`config.mk`:
```
export PLATFORM = sky130hd
export DESIGN_NAME = spi_regfile_flat
export DESIGN_NICKNAME = d
export VERILOG_FILES = /design/src/rtl/spi_regfile_if.sv /design/src/rtl/spi_regfile.sv /design/src/flat_wrapper.sv
export SDC_FILE = /design/constraint.sdc
export NUM_CORES = 1
export LEC_CHECK = 0
export ABC_CLOCK_PERIOD_IN_PS = 5200
export BUFFER_PORTS_ARGS = -buffer_cell sky130_fd_sc_hd__buf_2
export CAP_MARGIN = 15
export CORE_ASPECT_RATIO = 1.2
export CORE_MARGIN = 4
export CORE_UTILIZATION = 60
export CTS_CLUSTER_DIAMETER = 150
export DETAILED_ROUTE_END_ITERATION = 7
export PLACE_DENSITY_LB_ADDON = 0.12
export SYNTH_ARGS = -nofsm -noshare
export SYNTH_HDL_FRONTEND = slang
export SYNTH_SLANG_ARGS = --single-unit
```
`constraint.sdc`:
```
create_clock -name clk -period 5.2 [get_ports clk]
set_input_delay 0 -clock clk [delete_from_list [all_inputs] [get_ports clk]]
set_output_delay 0 -clock clk [all_outputs]
set_load 0.02 [all_outputs]
```
`src/rtl/spi_regfile_if.sv`:
```
// SPI pin bundle between an external SPI master and the register file slave.
interface spi_regfile_if;
    logic SCK;
    logic SSEL;
    logic MOSI;
    logic MISO;

    modport master (output SCK, output SSEL, output MOSI, input MISO);
    modport slave  (input SCK, input SSEL, input MOSI, output MISO);
endinterface

```
`src/rtl/spi_regfile.sv`:
```
// SPI slave register file: fixed-length checksummed frames commit NW write
// registers atomically and return a snapshot of NR read registers; a watchdog
// zeroes the write registers when good frames stop arriving.
//
// state    | meaning
// S_IDLE   | no frame in progress; SCK ignored, MISO held low
// S_ACTIVE | frame in progress since the last detected SSEL fall
module spi_regfile #(
    parameter int NW          = 4,
    parameter int NR          = 4,
    parameter int SAMPLE_FALL = 0,
    parameter int WDT_CYCLES  = 1000000
) (
    input  logic                clk,
    input  logic                rst,
    spi_regfile_if.slave        spi,
    output logic [16*NW-1:0]    wr_regs,
    input  logic [16*NR-1:0]    rd_regs,
    output logic                frame_ok,
    output logic                frame_err,
    output logic                wdt_expired
);

    localparam int NMAX = (NW > NR) ? NW : NR;
    localparam int L    = 2 * NMAX + 1;
    localparam logic [4:0] LAST_IDX  = 5'(L - 1);
    localparam logic [4:0] FRAME_LEN = 5'(L);
    localparam int WDT_W = $clog2(WDT_CYCLES + 1);

    typedef enum logic {S_IDLE, S_ACTIVE} state_t;

    state_t state_q, state_d;

    logic [2:0]          sck_sync, ssel_sync;
    logic                sck_rise, sck_fall, ssel_rise, ssel_fall;
    logic                sample_edge, shift_edge;
    logic                selected, frame_done, miso;

    logic [2:0]          bitcnt;
    logic [4:0]          bytecnt, bytecnt_inc;
    logic [6:0]          rx_shift;
    logic [7:0]          rx_byte, rx_csum, rx_last;
    logic [7:0]          tx_shift;
    logic [16*NR-1:0]    snap;
    logic [16*NW-1:0]    staging;
    logic                frame_good;
    logic [WDT_W-1:0]    wdt_cnt;

    // TX byte idx of a frame built from read-register image s; the last byte
    // is the XOR of all data bytes, which equals the XOR of every reg byte.
    function automatic logic [7:0] tx_byte(input logic [16*NR-1:0] s, input logic [4:0] idx);
        logic [7:0] b;
        logic [7:0] c;
        b = 8'h00;
        c = 8'h00;
        for (int k = 0; k < NR; k++) begin
            c = c ^ s[16*k +: 8] ^ s[16*k+8 +: 8];
            if (idx == 5'(2*k))     b = s[16*k +: 8];
            if (idx == 5'(2*k + 1)) b = s[16*k+8 +: 8];
        end
        if (idx == LAST_IDX) b = c;
        return b;
    endfunction

    // Synchronizers keep sampling through rst so a select already low when
    // rst drops is not mistaken for a fresh falling edge.
    always_ff @(posedge clk) begin
        sck_sync  <= {sck_sync[1:0], spi.SCK};
        ssel_sync <= {ssel_sync[1:0], spi.SSEL};
    end

    assign sck_rise    = sck_sync[1] & ~sck_sync[2];
    assign sck_fall    = ~sck_sync[1] & sck_sync[2];
    assign ssel_rise   = ssel_sync[1] & ~ssel_sync[2];
    assign ssel_fall   = ~ssel_sync[1] & ssel_sync[2];
    assign sample_edge = (SAMPLE_FALL != 0) ? sck_fall : sck_rise;
    assign shift_edge  = (SAMPLE_FALL != 0) ? sck_rise : sck_fall;

    assign rx_byte     = {rx_shift, spi.MOSI};
    assign bytecnt_inc = (bytecnt == 5'd31) ? bytecnt : bytecnt + 5'd1;
    assign frame_good  = (bytecnt == FRAME_LEN) && (bitcnt == 3'd0) && (rx_last == rx_csum);

    // FSM state register.
    always_ff @(posedge clk) begin
        if (rst) state_q <= S_IDLE;
        else     state_q <= state_d;
    end

    // FSM next state: a falling select (re)starts a frame, a rising one ends it.
    always_comb begin
        state_d = state_q;
        case (state_q)
            S_IDLE:   if (ssel_fall) state_d = S_ACTIVE;
            S_ACTIVE: if (ssel_rise) state_d = S_IDLE;
            default:  state_d = S_IDLE;
        endcase
    end

    // FSM outputs.
    always_comb begin
        selected   = (state_q == S_ACTIVE);
        frame_done = selected && ssel_rise;
        miso       = selected ? tx_shift[7] : 1'b0;
    end

    assign spi.MISO = miso;

    // Frame datapath: bit/byte counting, RX staging and checksum, TX shifting.
    always_ff @(posedge clk) begin
        if (rst) begin
            bitcnt   <= '0;
            bytecnt  <= '0;
            rx_shift <= '0;
            rx_csum  <= '0;
            rx_last  <= '0;
            tx_shift <= '0;
            snap     <= '0;
            staging  <= '0;
        end else if (ssel_fall) begin
            bitcnt   <= '0;
            bytecnt  <= '0;
            rx_csum  <= '0;
            snap     <= rd_regs;
            tx_shift <= tx_byte(rd_regs, 5'd0);
        end else if (selected && sample_edge) begin
            rx_shift <= {rx_shift[5:0], spi.MOSI};
            bitcnt   <= bitcnt + 3'd1;
            if (bitcnt == 3'd7) begin
                bytecnt  <= bytecnt_inc;
                tx_shift <= tx_byte(snap, bytecnt_inc);
                if (bytecnt < LAST_IDX) begin
                    rx_csum <= rx_csum ^ rx_byte;
                    for (int k = 0; k < NW; k++) begin
                        if (bytecnt == 5'(2*k))     staging[16*k +: 8]   <= rx_byte;
                        if (bytecnt == 5'(2*k + 1)) staging[16*k+8 +: 8] <= rx_byte;
                    end
                end
                if (bytecnt == LAST_IDX) rx_last <= rx_byte;
            end
        end else if (selected && shift_edge && bitcnt != 3'd0) begin
            tx_shift <= {tx_shift[6:0], 1'b0};
        end
    end

    // Commit, frame status pulses and watchdog; a commit outranks a trip.
    always_ff @(posedge clk) begin
        if (rst) begin
            wr_regs     <= '0;
            frame_ok    <= 1'b0;
            frame_err   <= 1'b0;
            wdt_expired <= 1'b1;
            wdt_cnt     <= '0;
        end else begin
            frame_ok  <= frame_done && frame_good;
            frame_err <= frame_done && !frame_good;
            if (frame_done && frame_good) begin
                wr_regs     <= staging;
                wdt_cnt     <= '0;
                wdt_expired <= 1'b0;
            end else begin
                if (wdt_cnt != WDT_W'(WDT_CYCLES)) wdt_cnt <= wdt_cnt + 1'b1;
                if (wdt_cnt >= WDT_W'(WDT_CYCLES - 1)) begin
                    wdt_expired <= 1'b1;
                    wr_regs     <= '0;
                end
            end
        end
    end

endmodule

```
`src/flat_wrapper.sv`:
```
// flat-port wrapper written by rule: the top's interface ports become plain ports
module spi_regfile_flat 
#(
    parameter int NW          = 4,
    parameter int NR          = 4,
    parameter int SAMPLE_FALL = 0,
    parameter int WDT_CYCLES  = 1000000
)
  (clk, rst, wr_regs, rd_regs, frame_ok, frame_err, wdt_expired, spi_SCK, spi_SSEL, spi_MOSI, spi_MISO);
  spi_regfile_if spi_i ();
  input  logic clk;
  input  logic rst;
  output logic [16*NW-1:0] wr_regs;
  input  logic [16*NR-1:0] rd_regs;
  output logic frame_ok;
  output logic frame_err;
  output logic wdt_expired;
  input wire logic [$bits(spi_i.SCK)-1:0] spi_SCK;
  input wire logic [$bits(spi_i.SSEL)-1:0] spi_SSEL;
  input wire logic [$bits(spi_i.MOSI)-1:0] spi_MOSI;
  output wire logic [$bits(spi_i.MISO)-1:0] spi_MISO;
  assign spi_i.SCK = spi_SCK;
  assign spi_i.SSEL = spi_SSEL;
  assign spi_i.MOSI = spi_MOSI;
  assign spi_MISO = spi_i.MISO;
  spi_regfile #(.NW(NW), .NR(NR), .SAMPLE_FALL(SAMPLE_FALL), .WDT_CYCLES(WDT_CYCLES)) u_core (.clk(clk), .rst(rst), .spi(spi_i), .wr_regs(wr_regs), .rd_regs(rd_regs), .frame_ok(frame_ok), .frame_err(frame_err), .wdt_expired(wdt_expired));
endmodule
```
==> run summary <==
The warning count from the yosys run came out at 0. The highest net fanout along the worst path is 26. Internal power comes to 3.35 mW.

For this run, the post-layout net count is 1461. Setup violations remaining at the end of the flow were counted as 0. The sequential share of the synthesized area is 47.4%, and the part of the cycle the worst path needs is 62.5%. For the final routed database, the setup TNS stands at 0 ps.

The element type at the critical path start was a flip-flop. The x dimension of the die works out to 132 um. OpenSTA, run right after detailed placement, puts the worst setup slack at 2030 ps. The count of nets left with antenna violations once routing finished came out at 0. After the first detailed-routing iteration, the DRC count stood at 562.

The overflow left after global routing came out at 0. Across the VDD grid, the largest voltage drop is 0.295 mV. Summing every instance area after synthesis gives 11000 um2. The number of cells on the worst hold path is 2, and the quantity of hold-fixing buffers added after cts is 67. The clock period could shrink to 3250 ps. For the pin with the worst max-slew slack, the measured transition is 1120 ps.

For met1 alone, demand over resource in global routing was 32.3%. The tools report the sink of the worst hold path as u_core.selected. The length of the first detailed-routing pass in iterations is 5.

Met2 usage: 46.2%. By area the synthesized netlist is led by dfxtp_1 (47%), mux2i_1 (7.3%), nand2_1 (6.4%). Of the total power, the clock network draws 45.6%.

The worst reg2reg path endpoint was u_core.tx_shift[5]. Power spread over the standard cell area amounts to 324 nW/um2. The die covers 20600 um2. The post-synthesis async set-or-reset flop share was 0%; the via count was 9251. The number of global-route vias before repair came out at 8932.

TritonCTS built the clock tree. The buffers plus inverters on the worst setup path was 1. The number of ports placed on the die boundary was 137; the number of enable flip-flop cells after synthesis was 0. The critical path goes through ha_1 > and4_1 > mux2i_2 > buf_4 > and4b_1 > a311oi_1 > a32oi_1 > o21ai_1. Dividing the detail-routed wire length by the instance count gives 16.9 um. The tools report the maximum frequency from static timing analysis as 0.308 GHz. For the net switching power of the design, the log shows 0.949 mW. Path class of the lowest-slack min-delay path: in -> reg. The first global-routing pass estimated 44.8 mm of wire. The worst hold path begins at rst. The worst setup path is captured at a flip-flop. The placer's final routability congestion estimate is 0.916.

Post-CTS repair changed the size of 0 cells. For this run, design rule violations remaining after detail routing come to 0. The fraction of final layout cells sized beyond drive strength 1 works out to 14.6%. The worst path setup slack after routing was 1950 ps. For the met3 usage in global routing, the log shows 3.60%. The number of H-tree levels came out at 1. Most crowded layer after global routing: met2. The repair_antennas step left the layout with diodes totalling 0. After synthesis, the mean cell area works out to 9.00 um2.

The tool flagged a number of max-cap violations equal to 0. The synthesized design spends more area on one cell type than any other, namely dfxtp_1. The commonest cells after synthesis are dfxtp_1 (261), nand2_1 (189), nor2_1 (139), a21oi_1 (98), mux2i_1 (80). Final-report hold violation count: 0. Data on the critical path arrives at its endpoint at 3700 ps.

The number of cells produced by synthesis came out at 1225. The source of the worst register-to-register timing path is u_core.bytecnt[0]. The run gives 0 as the initial antenna violation count.

The flow ran to the end, and the final reports show no timing, DRC or antenna violations. Detailed placement ended at an HPWL of 17.4 mm. For the overall power, the log shows 4.30 mW.

The critical setup path kind was reg -> reg. The average via count per standard cell came out at 5.69. The number of nets handed over by synthesis was 1304. The most frequently used cell type in the post-synthesis netlist was dfxtp_1.

The core box area is 18100 um2. In this run the clock root is driven by a clkbuf_16. Number of buffers on the longest clock path: 3.

In this run, distinct cell masters in the synthesized netlist total 62. After clock tree synthesis, the setup repair step added 0 buffers. The switching part of the total is 22.1%, and the height of the chip is 156 um.

Entering global routing, the biggest net connects 91 pins. The slowest stage of the critical path is the and4_1 cell. Number of flip-flops and latches in the synthesized netlist: 261. Clock-pin transition on the worst setup and hold timing paths: 70 ps.

In this design, the largest share of critical-path delay is due to simple AND/OR/NAND/NOR gates. For this design the static power due to leakage is 5.48 nW. Global routing used 25.9% of the available tracks across all layers.

In this run the tightest slew margin relative to its limit is 25.0%. The area added between synthesis and finish was 20.3%; the number of buffers added on ports was 136. Once the floorplan was initialized, standard cells occupied 60.9% of the core. Part of the total power dissipated in sequential elements: 48.1%. The power share of the combinational group is 6.4%, and the largest incremental delay on the critical path is 640 ps. The final wirelength came out at 27.5 mm.

The tools report the number of placement rows as 54. In the synthesized netlist the dominant register cell turns out to be dfxtp_1. The required arrival time at the worst endpoint is 5650 ps. The source-to-sink clock delay at the later pin of the worst-skew pair came out at 530 ps. The reg-to-reg setup timing slack is 1950 ps. Setup repair after global routing left no endpoint under its margin. The clock arrives with 11.1 ps of skew.

The CTS buffer count came out at 25. The number of cells on the worst reg-to-reg path is 8. In this run the biggest area consumer among cell types represents 47.4% of the synthesized area.

The final max-slew violation count was 0. The tree built by TritonCTS fans out to 261 sinks.
-- area by class of cell --
type / count / area, um2
Multi-Input combinational cell: 851 / 5330
Sequential cell: 261 / 5230
Fill cell: 1362 / 4840
Timing Repair Buffer: 210 / 1410
Clock buffer: 33 / 696
Tap cell: 224 / 280
Clock inverter: 13 / 199
Inverter: 33 / 124
-- registers in the layout (all words and copies together) (netlist names), 3 cells and up --
signal and cells:
u_core.bitcnt 3, u_core.bytecnt 5, u_core.rx_csum 8, u_core.rx_last 8
u_core.rx_shift 7, u_core.sck_sync 3, u_core.snap 64, u_core.ssel_sync 3
u_core.staging 64, u_core.tx_shift 8, u_core.wdt_cnt 20, u_core.wr_regs 64
-- worst register-to-register path: stages, from the launching register on --
cell	delay (ps)
dfxtp_1	590
ha_1	330
and4_1	640
mux2i_2	270
buf_4	300
and4b_1	370
a311oi_1	390
a32oi_1	180
o21ai_1	100
-- cells by family after synthesis --
group,Yosys count,synth area share (%)
AND/OR/NAND/NOR,407,16.1
AO/OA/AOI/OAI,258,16.0
multiplexers,81,7.39
XOR/XNOR,94,7.54
buffers and inverters,113,4.41
adder cells (fa/ha/maj),11,1.23
flip-flops,261,47.4
-- routing by layer --
layer,up-vias,share of wire [%]
met2,271,49
met1,4388,42
met3,70,4.7
met4,0,3.6
met5,-,0
li1,4522,-
-- metrics by stage --
step / utilization (%) / area, um2 / hold WS, ps / std cells
floorplan: - / 11000 / 27.7 / 1225
global placement: 64.6 / 11700 / 104 / 1512
detailed placement: 64.6 / 11700 / 105 / 1512
CTS: 73.2 / 13300 / 31.5 / 1625
global route: 73.2 / 13300 / 54.3 / 1625
finish: 73.2 / 13300 / 24.5 / 1625
-- worst max path at each step --
stage,start,endpoint,slack (ps),cells past startpoint
after floorplan,u_core.bytecnt[0],u_core.tx_shift[1],2650,10
after global placement,u_core.bytecnt[0],u_core.tx_shift[5],2050,8
after detailed placement,u_core.bytecnt[0],u_core.tx_shift[5],2030,8
after CTS,u_core.bytecnt[0],u_core.tx_shift[7],1970,8
after global routing,u_core.bytecnt[0],u_core.tx_shift[7],1710,8
final,u_core.bytecnt[0],u_core.tx_shift[5],1950,8
-- placed cells by master, fill, tap and decap left out, types with 5 or more instances in the layout --
cell	synthesis	final
nand4_1	8	8
buf_2	12	135
dlygate4sd3_1	0	67
a22o_1	70	70
nor2_1	139	138
nand2_1	189	189
a2111oi_0	6	6
a21o_1	7	7
clkinv_2	0	5
o21ai_0	19	19
a221oi_1	7	7
ha_1	10	10
xor2_1	27	27
a21oi_1	98	98
xnor2_1	66	66
o21ai_1	6	6
nand3_1	24	24
dfxtp_1	261	261
mux2i_1	80	80
o22ai_1	8	8
inv_1	31	31
clkbuf_16	0	25
buf_4	6	8
a32oi_1	6	6
a2bb2oi_1	6	6
nor3_1	8	8
a311oi_1	7	7
bufinv_16	0	5
nor4_1	5	5
-- power groups by stage --
stage | registers, mW | logic [mW] | clock network [mW]
floorplan | 2.10 | 0.170 | 0
global placement | 2.11 | 0.226 | 0
detailed placement | 2.11 | 0.229 | 0
CTS | 2.07 | 0.268 | 1.98
global route | 2.07 | 0.299 | 2.07
finish | 2.07 | 0.273 | 1.96
(Power assumes the default switching activity.)
